$ cat config.mk
export PLATFORM = sky130hd
export DESIGN_NAME = i2s_tx_mc_fifo
export DESIGN_NICKNAME = d
export VERILOG_FILES = /design/src/rtl/i2s_tx_mc_fifo.sv
export SDC_FILE = /design/constraint.sdc
export NUM_CORES = 1
export LEC_CHECK = 0
export ABC_AREA = 1
export CAP_MARGIN = 15
export CORE_ASPECT_RATIO = 0.9
export CORE_MARGIN = 2
export CORE_UTILIZATION = 40
export CTS_BUF_LIST = sky130_fd_sc_hd__clkbuf_8 sky130_fd_sc_hd__clkbuf_16
export DETAILED_ROUTE_END_ITERATION = 10
export GPL_TIMING_DRIVEN = 0
export HOLD_SLACK_MARGIN = 0.1
export PLACE_DENSITY = 0.64
export SLEW_MARGIN = 10
export SYNTH_ARGS = -nofsm -noshare
export SYNTH_HDL_FRONTEND = slang
export SYNTH_SLANG_ARGS = --single-unit
$ cat constraint.sdc
create_clock -name AMCLK_i -period 8.02 [get_ports AMCLK_i]
set_clock_uncertainty 0.1 [all_clocks]
set_input_delay 2.005 -clock AMCLK_i [delete_from_list [all_inputs] [get_ports AMCLK_i]]
set_output_delay 2.005 -clock AMCLK_i [all_outputs]
set_load 0.05 [all_outputs]
$ cat src/rtl/i2s_tx_mc_fifo.sv
// i2s_tx_mc_fifo: multi-lane I2S / left-justified transmitter fed by a
// sample-frame FIFO. A free-running frame counter on AMCLK_i generates
// BCK and WS; once per frame the next FIFO entry is moved into a holding
// register and serialised MSB first on every lane in parallel.
//
// Optional build macro I2S_TX_UNDERFLOW_REPEAT_EN: when defined, a frame
// that finds the FIFO empty re-sends the previous frame. When it is not
// defined, such a frame sends zeros.
//
// Handshake: a frame is accepted on any AMCLK_i edge where APDATA_VALID_i
// and APDATA_READY_o are both high. READY only means "FIFO not full".
// VALID presented while READY is low is discarded, not held pending.
module i2s_tx_mc_fifo #(
    parameter int I2S_DATA_BITS      = 24,
    parameter int NUM_LANES          = 2,
    parameter int I2S_BCKS_PER_FRAME = 64,
    parameter int MCLK_FRAME_DIVIDER = 512,
    parameter int FIFO_DEPTH         = 4
) (
    input  logic                                 AMCLK_i,
    input  logic                                 reset_n,
    input  logic [NUM_LANES*2*I2S_DATA_BITS-1:0] APSDATA_i,
    input  logic                                 APDATA_VALID_i,
    output logic                                 APDATA_READY_o,
    input  logic                                 FMT_LJ_i,
    output logic [$clog2(FIFO_DEPTH):0]          FIFO_LEVEL_o,
    output logic                                 UNDERFLOW_o,
    output logic                                 I2S_BCK,
    output logic                                 I2S_WS,
    output logic [NUM_LANES-1:0]                 I2S_DATA
);

    localparam int FW = NUM_LANES * 2 * I2S_DATA_BITS;  // frame width
    localparam int CW = $clog2(MCLK_FRAME_DIVIDER);     // frame counter width
    localparam int BW = $clog2(I2S_BCKS_PER_FRAME);     // bits of BCK index in frame
    localparam int SB = CW - 1 - BW;                    // ctr bit that is BCK
    localparam int PW = BW - 1;                         // bits of position in slot
    localparam int AW = $clog2(FIFO_DEPTH);             // FIFO pointer width
    localparam int LW = AW + 1;                         // FIFO level width

    localparam logic [LW-1:0] FULL_LEVEL = LW'(FIFO_DEPTH);
    localparam logic [PW:0]   BITS_P     = (PW + 1)'(I2S_DATA_BITS);

    logic [CW-1:0]    ctr;
    logic [FW-1:0]    mem [FIFO_DEPTH];
    logic [AW-1:0]    wr_ptr;
    logic [AW-1:0]    rd_ptr;
    logic [LW-1:0]    level;
    logic [FW-1:0]    hold_q;
    logic             fmt_q;
    logic             underflow_q;
    logic [NUM_LANES-1:0] data_q;
    logic [NUM_LANES-1:0] data_nxt;

    logic             frame_end;
    logic             bck_phase_zero;
    logic             ready;
    logic             push;
    logic             pop;
    logic             slot_right;
    logic [PW-1:0]    pos;

    // Frame timing is taken directly from the counter bits
    assign frame_end      = (ctr == '1);
    assign bck_phase_zero = (ctr[SB:0] == '0);
    assign slot_right     = ctr[CW-1];
    assign pos            = ctr[CW-2:SB+1];

    assign I2S_WS  = ctr[CW-1];
    assign I2S_BCK = ctr[SB];

    // READY is gated by reset_n so nothing is accepted while reset is held
    assign ready = reset_n && (level != FULL_LEVEL);
    assign push  = APDATA_VALID_i && ready;
    // The pop decision uses the level before this edge. A push in the same
    // cycle at level 0 is stored but cannot feed this frame.
    assign pop   = frame_end && (level != '0);

    assign APDATA_READY_o = ready;
    assign FIFO_LEVEL_o   = level;
    assign UNDERFLOW_o    = underflow_q;
    assign I2S_DATA       = data_q;

    // Free-running frame counter; wraps naturally because the divider is a power of 2
    always_ff @(posedge AMCLK_i) begin
        if (!reset_n) begin
            ctr <= '0;
        end else begin
            ctr <= ctr + CW'(1);
        end
    end

    // FIFO storage; entries past the read pointer are invalid, so no reset is needed
    always_ff @(posedge AMCLK_i) begin
        if (push) begin
            mem[wr_ptr] <= APSDATA_i;
        end
    end

    // FIFO pointers and level; push and pop in the same cycle leave the level unchanged
    always_ff @(posedge AMCLK_i) begin
        if (!reset_n) begin
            wr_ptr <= '0;
            rd_ptr <= '0;
            level  <= '0;
        end else begin
            if (push) begin
                wr_ptr <= wr_ptr + AW'(1);
            end
            if (pop) begin
                rd_ptr <= rd_ptr + AW'(1);
            end
            case ({push, pop})
                2'b10:   level <= level + LW'(1);
                2'b01:   level <= level - LW'(1);
                default: level <= level;
            endcase
        end
    end

    // Load the frame to transmit at the last cycle of each frame; latch the format alongside
    always_ff @(posedge AMCLK_i) begin
        if (!reset_n) begin
            hold_q <= '0;
            fmt_q  <= 1'b0;
        end else if (frame_end) begin
            fmt_q <= FMT_LJ_i;
            if (pop) begin
                hold_q <= mem[rd_ptr];
            end else begin
`ifdef I2S_TX_UNDERFLOW_REPEAT_EN
                hold_q <= hold_q;
`else
                hold_q <= '0;
`endif
            end
        end
    end

    // Sticky underflow: a frame boundary with nothing queued
    always_ff @(posedge AMCLK_i) begin
        if (!reset_n) begin
            underflow_q <= 1'b0;
        end else if (frame_end && (level == '0)) begin
            underflow_q <= 1'b1;
        end
    end

    // Select the serial bit for the current slot position on every lane
    always_comb begin
        logic [I2S_DATA_BITS-1:0] sample;
        logic [I2S_DATA_BITS-1:0] shifted;
        data_nxt = '0;
        sample   = '0;
        shifted  = '0;
        for (int l = 0; l < NUM_LANES; l++) begin
            if (slot_right) begin
                sample = hold_q[2*l*I2S_DATA_BITS +: I2S_DATA_BITS];
            end else begin
                sample = hold_q[(2*l+1)*I2S_DATA_BITS +: I2S_DATA_BITS];
            end
            if (fmt_q) begin
                // Left-justified: MSB sits at position 0
                shifted = sample << pos;
                if ({1'b0, pos} < BITS_P) begin
                    data_nxt[l] = shifted[I2S_DATA_BITS-1];
                end
            end else begin
                // I2S: one idle BCK, then MSB at position 1
                shifted = sample << (pos - PW'(1));
                if ((pos != '0) && ({1'b0, pos} <= BITS_P)) begin
                    data_nxt[l] = shifted[I2S_DATA_BITS-1];
                end
            end
        end
    end

    // Serial data changes one AMCLK after BCK falls, so it is stable across BCK rise
    always_ff @(posedge AMCLK_i) begin
        if (!reset_n) begin
            data_q <= '0;
        end else if (bck_phase_zero) begin
            data_q <= data_nxt;
        end
    end

endmodule

==> results of run 1 <==
## flip-flops by register name (all words and copies together) (netlist names), named ones only
signal and cells:
FIFO_LEVEL_o 3, I2S_DATA 2, UNDERFLOW_o 1, ctr 9, fmt_q 1, hold_q 96
mem 384, rd_ptr 2, wr_ptr 2
## cell type report
type	count	area [um^2]
Timing Repair Buffer	124	1420
Clock inverter	31	277
Fill cell	4469	25300
Multi-Input combinational cell	1156	5510
Buffer	121	537
Tap cell	671	840
Inverter	32	120
Clock buffer	61	1440
Sequential cell	502	13900
## worst min-delay path by stage
| stage | from | end | slack, ns | depth (start not counted) |
|---|---|---|---|---|
| 2_1_floorplan | ctr[0] | ctr[0] | 0.32 | 1 |
| 3_3_place_gp | ctr[0] | ctr[0] | 0.33 | 1 |
| 3_5_place_dp | ctr[0] | ctr[0] | 0.34 | 1 |
| 4_1_cts | ctr[0] | ctr[0] | 0.35 | 1 |
| 5_1_grt | ctr[0] | ctr[0] | 0.38 | 1 |
| 6_report | ctr[0] | ctr[0] | 0.35 | 1 |
## cell families after synthesis
logic type | count (synthesis) | share of synthesized area
flops | 502 | 0.694
compound gates | 323 | 0.0994
simple gates | 818 | 0.164
fa+ha+maj | 12 | 0.00787
xor+xnor | 3 | 0.00206
buf+inv | 153 | 0.0328
## per-stage QoR
| step | setup slack (ns) | setup TNS, ns |
|---|---|---|
| 6_report | 2.07 | 0 |
| 5_1_grt | 2.02 | 0 |
| 4_1_cts | 2.06 | 0 |
| 3_5_place_dp | 2.06 | 0 |
| 3_3_place_gp | -3.32 | -1226.23 |
| 2_1_floorplan | -0.00568 | -2.18 |
## per-layer routing
metal / part of all wire / global-route usage
met1: 0.44 / 0.291
met2: 0.47 / 0.333
met3: 0.063 / 0.0316
met4: 0.027 / 0.0652
met5: 0 / 0
## placed cells by master (no fill, tap or decap), types with 4 or more instances in the layout
cell,n
buf_2,39
buf_4,5
clkbuf_16,53
clkbuf_1,64
nor2_4,4
buf_1,11
inv_2,5
o21ai_0,109
buf_12,13
bufinv_16,4
clkinv_2,4
nand2_1,337
clkdlybuf4s50_1,108
edfxtp_1,384
a21oi_1,112
inv_1,38
o32ai_1,96
dfxtp_1,118
clkbuf_8,8
clkinv_1,4
ha_1,11
nor2_1,306
nand3_1,165
## where the power goes
| part | internal, mW | total (mW) | switching [mW] |
|---|---|---|---|
| Clock | 1.40 | 2.38 | 0.975 |
| Sequential | 2.85 | 2.86 | 0.0126 |
| Combinational | 0.0806 | 0.189 | 0.108 |
| Total | 4.33 | 5.43 | 1.10 |
## worst max-delay path: stages
cell and delay, ns:
clkdlybuf4s50_1 0.63, inv_1 0.09, a31oi_1 0.26, clkdlybuf4s50_1 0.86
==> results.tsv, run 1 <==
stage	metric	value	unit
synth	yosysTopAreaCellShare	0.576	
placement	post_dp_cell_area	22300	um^2
synth	synth.area.top_cells	edfxtp_1 58%, dfxtp_1 12%, nand2_1 6.3%, nor2_1 5.8%, o32ai_1 4.2%	
sta	fin_crit_sh	0.742	
clock_network	clockBufferDepth	3	
clock_network	cts-root-buf	clkbuf_16	
placement	routabilityCongestion	0.934	
clock_network	htree_num_levels	2	
sta	tightest_slew	1.10	ns
sta	rsz0062_at_grt	false	
floorplan	rows	77	
synth	async_reset_ff_frac	0	
clock_network	worst_setup_hold_path_clk_slew	0.06	ns
floorplan	core	49300	um^2
synth	yosysMostFrequentCell	edfxtp_1	
clock_network	cts-buffers-inserted	49	
placement	dp_cells	2606	
final_layout	finish.utilization	0.487	
worst_setup_path	worstSetupEndpointType	primary output	
worst_setup_path	cp_data_arrival_time	3.85	ns
floorplan	die_x	240	um
final_layout	drive_gt1_frac	0.0750	
synth	ys_types	29	
drt	dr.pass1.iters	6	
pwr	ir_drop	0.172	mV
sta	slew_headroom	0.265	
synth	synth_flop_cell	edfxtp_1	
clock_network	postCtsSetupRepairBufs	0	
clock_network	insertion_delay	0.59	ns
floorplan	die_h	216	um
worst_setup_path	crit_start	reset_n	
final_layout	diodes	0	
synth	synth_common_cells	384 x edfxtp_1, 337 x nand2_1, 310 x nor2_1	
final_layout	fin_nets	2098	
drt	avgViaCountPerCell	5.39	
pwr	powerDensity	226	nW/um^2
run_status	outcome	complete, no violations	
placement	port_buffers	108	
worst_setup_path	ff2ff_path_depth	20	
clock_network	ctsResizeCount	0	
sta	holdWs	0.352	ns
flow_run	maxCapViolCount	0	
floorplan	initial_utilization	0.406	
drt	drc	0	
floorplan	pin_count	109	
sta	drv_slew	0	
global_routing	grt_max_degree	26	
synth	yosys_register_bits	502	
drt	dr_total_vias	14500	
drt	drtIter0Drc	1433	
worst_setup_path	crit_required	5.92	ns
global_routing	first_global_vias	14100	
worst_setup_path	critPathLaunchType	primary input	
synth	ys.warnings.count	0	
placement	dpl.hpwl	36.5	mm
clock_network	cts_tree	built	
clock_network	clock_sinks	502	
worst_setup_path	endpoint	APDATA_READY_o	
sta	setup_viol	0	
final_layout	syn_to_final_growth	20.0	%
drt	drt_wl_total	54.2	mm
floorplan	die_area	51900	um^2
global_routing	grt_pass1_wl	81.9	mm
synth	avgSynthCellArea	11.1	um^2
global_routing	grt_util_all_layers	0.207	
drt	antenna_left	0	
synth	yosysTopAreaCell	edfxtp_1	
worst_setup_path	critPathMaxFanout	8	
synth	ys_seq_area_frac	0.694	
synth	syn_nets	1923	
worst_setup_path	worstReg2RegEnd	FIFO_LEVEL_o[2]	
worst_setup_path	r2r_slack	3.56	ns
final_layout	final_area	24000	um^2
worst_setup_path	rr_startpoint	ctr[3]	
final_layout	fin_cells	2698	
worst_setup_path	worstSetupPathType	primary input to primary output	
drt	avgRoutedWirePerCell	20.1	um
sta	max_freq	0.168	GHz
global_routing	grt_remaining_overflow	0	
global_routing	antenna_found_initial	0	
clock_network	ctsHoldBuffers	0	
min_path	hp-class	register to register	
pwr	p_leak	8.03	nW
sta	period_minus_slack	5.95	ns
synth	syn-cell-area	20000	um^2
synth	synth_edf_count	384	
pwr	p_total	5.43	mW
synth	netlist_instances	1811	
sta	hold_viol_final	0	
Power figures use the tool's default switching activity.
==> inputs of run 2 (changes only) <==
==> constraint.sdc (replaced) <==
create_clock -name AMCLK_i -period 6 [get_ports AMCLK_i]
set_clock_uncertainty 0.1 [all_clocks]
set_input_delay 1.5 -clock AMCLK_i [delete_from_list [all_inputs] [get_ports AMCLK_i]]
set_output_delay 1.5 -clock AMCLK_i [all_outputs]
set_load 0.05 [all_outputs]
==> results of run 2 <==
The final DEF is identical to that of run 1. Status: complete, no violations.
Among the figures that moved: setup slack after placement 2.06 ns -> 1.05 ns; setup slack after layout 2.07 ns -> 1.06 ns; register-to-register setup slack 3.56 ns -> 1.54 ns; total power 5.43 mW -> 7.25 mW; worst IR drop on VDD 0.172 mV -> 0.230 mV
